$ cat config.mk
export PLATFORM = sky130hd
export DESIGN_NAME = ctrl_regs
export DESIGN_NICKNAME = d
export VERILOG_FILES = /design/src/rtl/mcdf_pkg.sv /design/src/rtl/ctrl_reg_slice.sv /design/src/rtl/ctrl_regs.sv
export SDC_FILE = /design/constraint.sdc
export NUM_CORES = 1
export LEC_CHECK = 0
export CORE_UTILIZATION = 34
export CTS_CLUSTER_DIAMETER = 30
export DETAILED_ROUTE_END_ITERATION = 8
export GPL_TIMING_DRIVEN = 0
export PLACE_DENSITY_LB_ADDON = 0.25
export SLEW_MARGIN = 0
export SYNTH_ARGS = -nofsm -noshare
export SYNTH_HDL_FRONTEND = slang
export SYNTH_SLANG_ARGS = --single-unit
export TNS_END_PERCENT = 20
$ cat constraint.sdc
create_clock -name clk -period 1.45 [get_ports clk]
set_clock_uncertainty 0.05 [all_clocks]
set_input_delay 0.3625 -clock clk [delete_from_list [all_inputs] [get_ports clk]]
set_output_delay 0.3625 -clock clk [all_outputs]
set_load 0.01 [all_outputs]
$ cat src/rtl/mcdf_pkg.sv
// Shared definitions for the MCDF control register block.
// Holds the command encoding, the register address map, the RW reset value
// and the RW field bit positions used by the top and the per-channel slice.
package mcdf_pkg;

    typedef enum logic [1:0] {
        CMD_IDLE = 2'b00,
        CMD_RD   = 2'b01,
        CMD_WR   = 2'b10,
        CMD_RSV  = 2'b11
    } cmd_e;

    localparam logic [7:0] ADDR_SLV0_RW = 8'h00;
    localparam logic [7:0] ADDR_SLV1_RW = 8'h04;
    localparam logic [7:0] ADDR_SLV2_RW = 8'h08;
    localparam logic [7:0] ADDR_SLV0_RO = 8'h10;
    localparam logic [7:0] ADDR_SLV1_RO = 8'h14;
    localparam logic [7:0] ADDR_SLV2_RO = 8'h18;

    localparam int RW_BITS  = 6;
    localparam int EN_BIT   = 0;
    localparam int PRIO_LSB = 1;
    localparam int PRIO_MSB = 2;
    localparam int LEN_LSB  = 3;
    localparam int LEN_MSB  = 5;

    localparam logic [RW_BITS-1:0] RW_RST = 6'h07;

endpackage

$ cat src/rtl/ctrl_reg_slice.sv
// One channel's registers: the 6-bit RW control register and the 8-bit
// RO margin sample, with the decoded en/prio/len fields taken from the flops.
// Ports: clk, rstn, wr_en/wdata (RW update), margin (sampled every cycle),
// rw_q/ro_q (register contents), en/prio/len (decoded fields).
module ctrl_reg_slice
    import mcdf_pkg::*;
(
    input  logic               clk,
    input  logic               rstn,
    input  logic               wr_en,
    input  logic [RW_BITS-1:0] wdata,
    input  logic [7:0]         margin,
    output logic [RW_BITS-1:0] rw_q,
    output logic [7:0]         ro_q,
    output logic               en,
    output logic [1:0]         prio,
    output logic [2:0]         len
);

    always_ff @(posedge clk or negedge rstn) begin
        if (!rstn) begin
            rw_q <= RW_RST;
            ro_q <= '0;
        end else begin
            ro_q <= margin;
            if (wr_en) begin
                rw_q <= wdata;
            end
        end
    end

    assign en   = rw_q[EN_BIT];
    assign prio = rw_q[PRIO_MSB:PRIO_LSB];
    assign len  = rw_q[LEN_MSB:LEN_LSB];

endmodule

$ cat src/rtl/ctrl_regs.sv
// Control/status register block for three channels, one command per cycle.
// Ports: clk, rstn, cmd/cmd_addr/cmd_data_w (command in), cmd_data_r
// (registered read data), cmd_err (error pulse), slvN_margin in,
// slvN_en/prio/len out.
module ctrl_regs
    import mcdf_pkg::*;
#(
    parameter int ADDR_WIDTH = 8,
    parameter int DATA_WIDTH = 32
) (
    input  logic                  clk,
    input  logic                  rstn,
    input  logic [1:0]            cmd,
    input  logic [ADDR_WIDTH-1:0] cmd_addr,
    input  logic [DATA_WIDTH-1:0] cmd_data_w,
    output logic [DATA_WIDTH-1:0] cmd_data_r,
    output logic                  cmd_err,
    input  logic [7:0]            slv0_margin,
    input  logic [7:0]            slv1_margin,
    input  logic [7:0]            slv2_margin,
    output logic                  slv0_en,
    output logic                  slv1_en,
    output logic                  slv2_en,
    output logic [1:0]            slv0_prio,
    output logic [1:0]            slv1_prio,
    output logic [1:0]            slv2_prio,
    output logic [2:0]            slv0_len,
    output logic [2:0]            slv1_len,
    output logic [2:0]            slv2_len
);

    logic [2:0]         hit_rw;
    logic [2:0]         hit_ro;
    logic               is_rd;
    logic               is_wr;
    logic               is_rsv;
    logic [RW_BITS-1:0] rw_q [3];
    logic [7:0]         ro_q [3];
    logic [7:0]         margin [3];
    logic [DATA_WIDTH-1:0] rd_val;
    logic               rd_hit;

    // Only the low six write-data bits are ever stored.
    logic unused_wdata;
    assign unused_wdata = ^cmd_data_w[DATA_WIDTH-1:RW_BITS];

    assign margin[0] = slv0_margin;
    assign margin[1] = slv1_margin;
    assign margin[2] = slv2_margin;

    assign is_rd  = (cmd == CMD_RD);
    assign is_wr  = (cmd == CMD_WR);
    assign is_rsv = (cmd == CMD_RSV);

    assign hit_rw[0] = (cmd_addr == ADDR_WIDTH'(ADDR_SLV0_RW));
    assign hit_rw[1] = (cmd_addr == ADDR_WIDTH'(ADDR_SLV1_RW));
    assign hit_rw[2] = (cmd_addr == ADDR_WIDTH'(ADDR_SLV2_RW));
    assign hit_ro[0] = (cmd_addr == ADDR_WIDTH'(ADDR_SLV0_RO));
    assign hit_ro[1] = (cmd_addr == ADDR_WIDTH'(ADDR_SLV1_RO));
    assign hit_ro[2] = (cmd_addr == ADDR_WIDTH'(ADDR_SLV2_RO));

    always_comb begin
        rd_val = '0;
        rd_hit = 1'b1;
        unique case (1'b1)
            hit_rw[0]: rd_val = DATA_WIDTH'(rw_q[0]);
            hit_rw[1]: rd_val = DATA_WIDTH'(rw_q[1]);
            hit_rw[2]: rd_val = DATA_WIDTH'(rw_q[2]);
            hit_ro[0]: rd_val = DATA_WIDTH'(ro_q[0]);
            hit_ro[1]: rd_val = DATA_WIDTH'(ro_q[1]);
            hit_ro[2]: rd_val = DATA_WIDTH'(ro_q[2]);
            default:   rd_hit = 1'b0;
        endcase
    end

    always_ff @(posedge clk or negedge rstn) begin
        if (!rstn) begin
            cmd_data_r <= '0;
            cmd_err    <= 1'b0;
        end else begin
            if (is_rd) begin
                cmd_data_r <= rd_hit ? rd_val : '0;
            end
            cmd_err <= (is_wr && (hit_rw == 3'b000))
                     || (is_rd && !rd_hit)
                     || is_rsv;
        end
    end

    logic         en_v   [3];
    logic [1:0]   prio_v [3];
    logic [2:0]   len_v  [3];

    for (genvar i = 0; i < 3; i++) begin : g_slice
        ctrl_reg_slice u_slice (
            .clk    (clk),
            .rstn   (rstn),
            .wr_en  (is_wr && hit_rw[i]),
            .wdata  (cmd_data_w[RW_BITS-1:0]),
            .margin (margin[i]),
            .rw_q   (rw_q[i]),
            .ro_q   (ro_q[i]),
            .en     (en_v[i]),
            .prio   (prio_v[i]),
            .len    (len_v[i])
        );
    end

    assign slv0_en   = en_v[0];
    assign slv1_en   = en_v[1];
    assign slv2_en   = en_v[2];
    assign slv0_prio = prio_v[0];
    assign slv1_prio = prio_v[1];
    assign slv2_prio = prio_v[2];
    assign slv0_len  = len_v[0];
    assign slv1_len  = len_v[1];
    assign slv2_len  = len_v[2];

endmodule

# == Word level (Yosys, flattened, before mapping) ==
# Cells that the tools add are included.
# op_classes
n_eq_ne,8
n_mux,3
n_reduce_logical,11
# ops
operator,n
$pmux W8 S6,1
$mux W32,1
$eq A8 B5 Y1 const B,3
$eq A8 B3 Y1 const B,1
$eq A8 B4 Y1 const B,1
$logic_not A8 Y1,1
$reduce_or A6 Y1,1
$logic_and A1 B1 Y1,5
$eq A2 B2 Y1 const B,2
$logic_not A3 Y1,1
$eq A2 B1 Y1 const B,1
$logic_or A1 B1 Y1,2
$logic_not A1 Y1,1
$mux W1,1
# totals
ff_bits,75
input_bits,68
output_inout_bits,51

# == Longest topological paths before layout ==
# depth
word_depth,7
ltp_mapped,6
ltp_nobuf,4

# == Modules after synthesis ==
# A second synthesis with hierarchy kept.
# hier_totals
hier_cells,205
area_unflattened_um2,2537.4
# modules_own_cells
module,n_inst,cells_per_inst,area_each_um2,seq_area_each_um2
ctrl_reg_slice,3,27,500.5,354.1
ctrl_regs,1,124,1036.0,225.2

# == Least setup slack after synthesis ==
# OpenSTA, ideal clock, no wires.
# synth_timing
kind,in2reg
startpoint,input cmd_addr[4]
endpoint,register g_slice[0].u_slice.rw_q[3]
setup_ps,125
arrival_ps,1260
t_required_ps,1275
setup_slack_ps,15
stages,5
path_cell_list,buf_6 nor2_2 and3_4 nand3_4 mux2_4
# synth_between
elab_chain_cells,2
# synth_lines
item,line,source
"start, declared",ctrl_regs.sv:14,"input logic [ADDR_WIDTH-1:0] cmd_addr,"
$logic_not A8 Y1,ctrl_regs.sv:55,assign hit_rw[0] = (cmd_addr == ADDR_WIDTH'(ADDR_SLV0_RW));
$logic_and A1 B1 Y1,ctrl_regs.sv:98,".wr_en (is_wr && hit_rw[i]),"
"end signal, assigned",ctrl_reg_slice.sv:27,rw_q <= wdata;
"end, declared",ctrl_reg_slice.sv:13,"output logic [RW_BITS-1:0] rw_q,"
# No other way between the ends.
# A chain may end at the register's enable or synchronous reset.

# == Final worst setup path ==
# layout_timing
startpoint,register g_slice[2].u_slice.rw_q[4]
endpoint,output slv2_len[1]
# layout_lines
item,line,source
"start, declared",ctrl_reg_slice.sv:13,
"start signal, assigned",ctrl_reg_slice.sv:27,
"end, declared",ctrl_regs.sv:29,output logic [2:0] slv2_len
# No word-level cell between the ends.

==> report_table.html <==
<table>
<tr><th>Metric</th><th>Value</th></tr>
<tr><th colspan="2">Outcome</th></tr>
<tr><td>Result of the run</td><td>finished with violations</td></tr>
<tr><td>Violations in the final reports</td><td>design-rule violations</td></tr>
<tr><th colspan="2">STA</th></tr>
<tr><td>Highest achievable clock rate</td><td>703 MHz</td></tr>
<tr><td>Smallest setup slack after layout</td><td>27.0 ps</td></tr>
<tr><td>Period utilization</td><td>98.1%</td></tr>
<tr><td>Endpoints failing setup</td><td>0</td></tr>
<tr><td>Clock period minus final worst setup slack</td><td>1420 ps</td></tr>
<tr><td>Slew Viols, Final</td><td>0</td></tr>
<tr><td>Number of hold violations in the final report</td><td>0</td></tr>
<tr><td>Setup repair after global routing missed its margin</td><td>false</td></tr>
<tr><th colspan="2">Power</th></tr>
<tr><td>Total power consumption of the routed design</td><td>0.00294 W</td></tr>
<tr><td>Power share of the clock group</td><td>34.8%</td></tr>
<tr><td>Worst vdd ir</td><td>0.000530 V</td></tr>
<tr><td>Leakage power figure</td><td>1.69 nW</td></tr>
<tr><td>Switching component of the power</td><td>0.000675 W</td></tr>
<tr><td>Logic pwr share</td><td>14.2%</td></tr>
<tr><td>Switching power as a share of total power</td><td>22.9%</td></tr>
<tr><td>Int Power</td><td>0.00227 W</td></tr>
<tr><td>Share of power burned in registers</td><td>51.0%</td></tr>
<tr><td>Power density over the cells</td><td>883 nW/um^2</td></tr>
<tr><th colspan="2">Worst setup path</th></tr>
<tr><td>Crit-path max cell delay</td><td>410 ps</td></tr>
<tr><td>Data arrival at the endpoint of the critical path</td><td>1010 ps</td></tr>
<tr><td>Critical path launch point type</td><td>flip-flop</td></tr>
<tr><td>Delay-heaviest family, CP</td><td>flip-flops</td></tr>
<tr><td>Crit-path cells</td><td>dlygate4sd2_1</td></tr>
<tr><td>WP data required</td><td>1040 ps</td></tr>
<tr><td>Bufs and invs on worst path</td><td>1</td></tr>
<tr><td>Launching point of the worst reg2reg path</td><td>g_slice[0].u_slice.rw_q[0]$_DFFE_PN1P_</td></tr>
<tr><td>CP endpoint kind</td><td>output pin</td></tr>
<tr><td>Worst setup path category</td><td>reg -&gt; out</td></tr>
<tr><td>Slowest cell on crit path</td><td>dfrtp_1</td></tr>
<tr><td>Crit path launch</td><td>g_slice[2].u_slice.rw_q[4]$_DFFE_PN0P_</td></tr>
<tr><td>Worst-path fanout max</td><td>3</td></tr>
<tr><th colspan="2">Placement</th></tr>
<tr><td>Count of input and output buffers</td><td>66</td></tr>
<tr><td>Pre-CTS setup slack</td><td>-647 ps</td></tr>
<tr><td>HPWL reported at the end of detailed placement</td><td>3750 um</td></tr>
<tr><td>Area after detailed placement</td><td>3200 um^2</td></tr>
<tr><td>Placed cell count</td><td>338</td></tr>
<tr><td>Final weighted congestion in routability-driven placement</td><td>0.719</td></tr>
<tr><th colspan="2">Global routing</th></tr>
<tr><td>Initial antenna violation count</td><td>0</td></tr>
<tr><td>Number of global-route vias before repair</td><td>1585</td></tr>
<tr><td>Global router's overall resource usage</td><td>15.2%</td></tr>
<tr><td>Overflow left after global routing</td><td>0</td></tr>
<tr><td>Wire length of the first global-routing pass</td><td>8310 um</td></tr>
<tr><td>Pin count of the biggest net entering global routing</td><td>33</td></tr>
<tr><th colspan="2">Floorplan</th></tr>
<tr><td>Chip Width</td><td>85.0 um</td></tr>
<tr><td>Die outline area</td><td>7220 um^2</td></tr>
<tr><td>Initial Util</td><td>36.0%</td></tr>
<tr><td>Die Height</td><td>85.0 um</td></tr>
<tr><td>Count of standard-cell rows</td><td>29</td></tr>
<tr><td>Core box area</td><td>6490 um^2</td></tr>
<tr><td>Count of boundary I/O pins</td><td>119</td></tr>
<tr><th colspan="2">Routing</th></tr>
<tr><td>Average detailed-routed wire length per instance</td><td>14.3 um</td></tr>
<tr><td>TritonRoute pass-1 iters</td><td>8</td></tr>
<tr><td>1st-iter DRT viols</td><td>98</td></tr>
<tr><td>Post-route ant nets</td><td>0</td></tr>
<tr><td>DRC violation count after routing</td><td>9</td></tr>
<tr><td>Vias after detailed routing</td><td>1589</td></tr>
<tr><td>Total length of routed wires</td><td>5100 um</td></tr>
<tr><td>Vias/cell</td><td>4.46</td></tr>
<tr><th colspan="2">Synthesis</th></tr>
<tr><td>Sequential-to-total area share from yosys stat</td><td>55.0%</td></tr>
<tr><td>Syn avg cell area</td><td>13.7 um^2</td></tr>
<tr><td>Yosys warning count</td><td>0</td></tr>
<tr><td>Synthesized netlist cell count</td><td>171</td></tr>
<tr><td>Cell area after synthesis</td><td>2340 um^2</td></tr>
<tr><td>Number of distinct standard cells referenced by the synthesized netlist</td><td>34</td></tr>
<tr><td>Number of register bits inferred by synthesis</td><td>51</td></tr>
<tr><th colspan="2">Clock tree</th></tr>
<tr><td>TritonCTS sink count</td><td>51</td></tr>
<tr><td>Total number of H-tree levels</td><td>2</td></tr>
<tr><td>Maximum buffer depth of the clock tree</td><td>2</td></tr>
<tr><td>Clk pin slew, worst setup/hold paths</td><td>100 ps</td></tr>
<tr><td>Clock tree from TritonCTS</td><td>built</td></tr>
<tr><td>Buffer type at the clock tree root</td><td>clkbuf_8</td></tr>
<tr><td>TritonCTS Buffers</td><td>5</td></tr>
<tr><td>Insertion delay to the later sink of the worst-skew pair</td><td>300 ps</td></tr>
<tr><th colspan="2">Min path</th></tr>
<tr><td>Hold Crit Class</td><td>in -&gt; reg</td></tr>
<tr><td>Start point of the worst hold path</td><td>cmd_addr[4]</td></tr>
<tr><th colspan="2">Layout</th></tr>
<tr><td>Post-synthesis to final-layout area growth</td><td>42.4%</td></tr>
<tr><td>Util after Layout</td><td>51.3%</td></tr>
<tr><td>Ratio of cells with drive above 1 in the final layout</td><td>35.5%</td></tr>
<tr><td>Post-Layout Inst Area</td><td>3330 um^2</td></tr>
<tr><td>Number of non-filler instances in the completed layout</td><td>356</td></tr>
<tr><td>N_diodes</td><td>0</td></tr>
<tr><td>Final #Nets</td><td>346</td></tr>
<tr><th colspan="2">Job</th></tr>
<tr><td>Count of maximum capacitance violations</td><td>0</td></tr>
</table>
==> cells in the mapped netlist <==
cell	number	area share, %
a211oi_1	2	0.64
a21oi_1	7	1.5
a221oi_1	2	0.75
a22o_1	1	0.37
a22oi_1	2	0.64
a31oi_1	1	0.27
a32o_1	4	1.7
and2_2	1	0.32
and3_4	1	0.48
buf_2	2	0.43
buf_4	25	8.0
buf_6	2	0.96
clkbuf_1	2	0.32
conb_1	1	0.16
dfrtp_1	42	45
dfstp_2	9	10
inv_1	1	0.16
mux2_4	18	12
mux2i_1	15	6.4
nand2_1	5	0.80
nand2b_1	1	0.27
nand3_1	2	0.43
nand3_4	3	2.2
nor2_1	6	0.96
nor2_2	1	0.27
nor2_8	1	0.86
nor2b_1	1	0.27
nor2b_4	1	0.59
nor3_4	1	0.70
o21ai_0	3	0.64
o21ai_1	3	0.64
o31ai_1	3	0.96
o32ai_1	1	0.37
or2_0	1	0.27
==> cells in the final DEF (no fill, tap or decap), types with 3 or more instances in the layout <==
cell | synthesis | routed
dfrtp_1 | 42 | 42
buf_4 | 25 | 35
clkdlybuf4s50_1 | 0 | 30
conb_1 | 1 | 24
mux2_4 | 18 | 18
dlygate4sd2_1 | 0 | 16
mux2i_1 | 15 | 15
buf_2 | 2 | 11
dfstp_2 | 9 | 9
clkdlybuf4s15_1 | 0 | 8
a21oi_1 | 7 | 7
nor2_1 | 6 | 6
clkbuf_8 | 0 | 6
nand2_1 | 5 | 5
clkbuf_2 | 0 | 4
a32o_1 | 4 | 4
nand3_4 | 3 | 3
o31ai_1 | 3 | 3
o21ai_0 | 3 | 3
o21ai_1 | 3 | 3
==> power groups by stage <==
stage	Clock, W	Sequential (W)	Combinational, W
after global placement	0	0.00153	0.000417
final	0.00102	0.00150	0.000418
after global routing	0.00110	0.00150	0.000458
after CTS	0.00104	0.00150	0.000421
after floorplan	0	0.00153	0.000198
after detailed placement	0	0.00153	0.000424
==> metal layers <==
metal	GRT usage [%]	share of wire, %
met5	0	0
met4	3.70	0.61
met3	5.25	9.1
met2	23.5	44
met1	20.6	46
==> metrics by stage <==
step | setup TNS (ps) | hold slack, ps
floorplan | 0 | 16.9
global placement | -84460 | 413
detailed placement | -14690 | 299
CTS | 0 | 345
global route | 0 | 366
finish | 0 | 355
==> final timing paths <==
check / end / slack (ps) / cells after the start
hold / removal: cmd_err$_DFF_PN0_ / 350 / 3
max in group asynchronous: g_slice[0].u_slice.rw_q[0]$_DFFE_PN1P_ / 260 / 3
setup reg to reg: cmd_data_r[0]$_DFFE_PN0N_ / 250 / 4
hold reg to reg: cmd_data_r[6]$_DFFE_PN0N_ / 430 / 2
min in group asynchronous: g_slice[2].u_slice.rw_q[4]$_DFFE_PN0P_ / 490 / 2
setup / recovery: slv2_len[1] / 30 / 1
==> final cells by class <==
type / count / area (um^2)
clock inverters: 2 / 35.0
plain buffers: 31 / 233
flip-flops and latches: 51 / 1290
multi-input cells: 111 / 916
inverters: 1 / 3.75
clock buffers: 6 / 82.6
well taps: 77 / 96.3
repair buffers: 77 / 678
fillers: 595 / 3160
==> registers in the layout, summed over array words and instances (netlist names) <==
name	flops
g_slice.u_slice.ro_q	24
g_slice.u_slice.rw_q	18
cmd_data_r	8
cmd_err	1
==> what timing repair did <==
| action | CTS | global route |
|---|---|---|
| buffers inserted | 9 | 0 |
| endpoints found under the hold margin | 14 | 0 |
| pin swaps | 4 | 2 |
| resized for setup | 68 | 11 |
| setup endpoints to repair | 53 | 15 |
| hold buffers | 1 | 0 |
==> kinds of logic after synthesis <==
kind of cell,after synthesis,share of synthesized area [%]
buffers and inverters,32,9.89
other,1,0.160
and+or+nand+nor,25,8.45
DFF,51,55.0
muxes,33,18.0
AOI/OAI and AO/OA,29,8.50
==> worst min-delay path: cells and delay by family <==
kind,cells,cell delay [ps]
buffers and inverters,1,100
and+or+nand+nor,1,50
AOI/OAI and AO/OA,1,150
No activity file was read; power rests on OpenSTA's default activity.
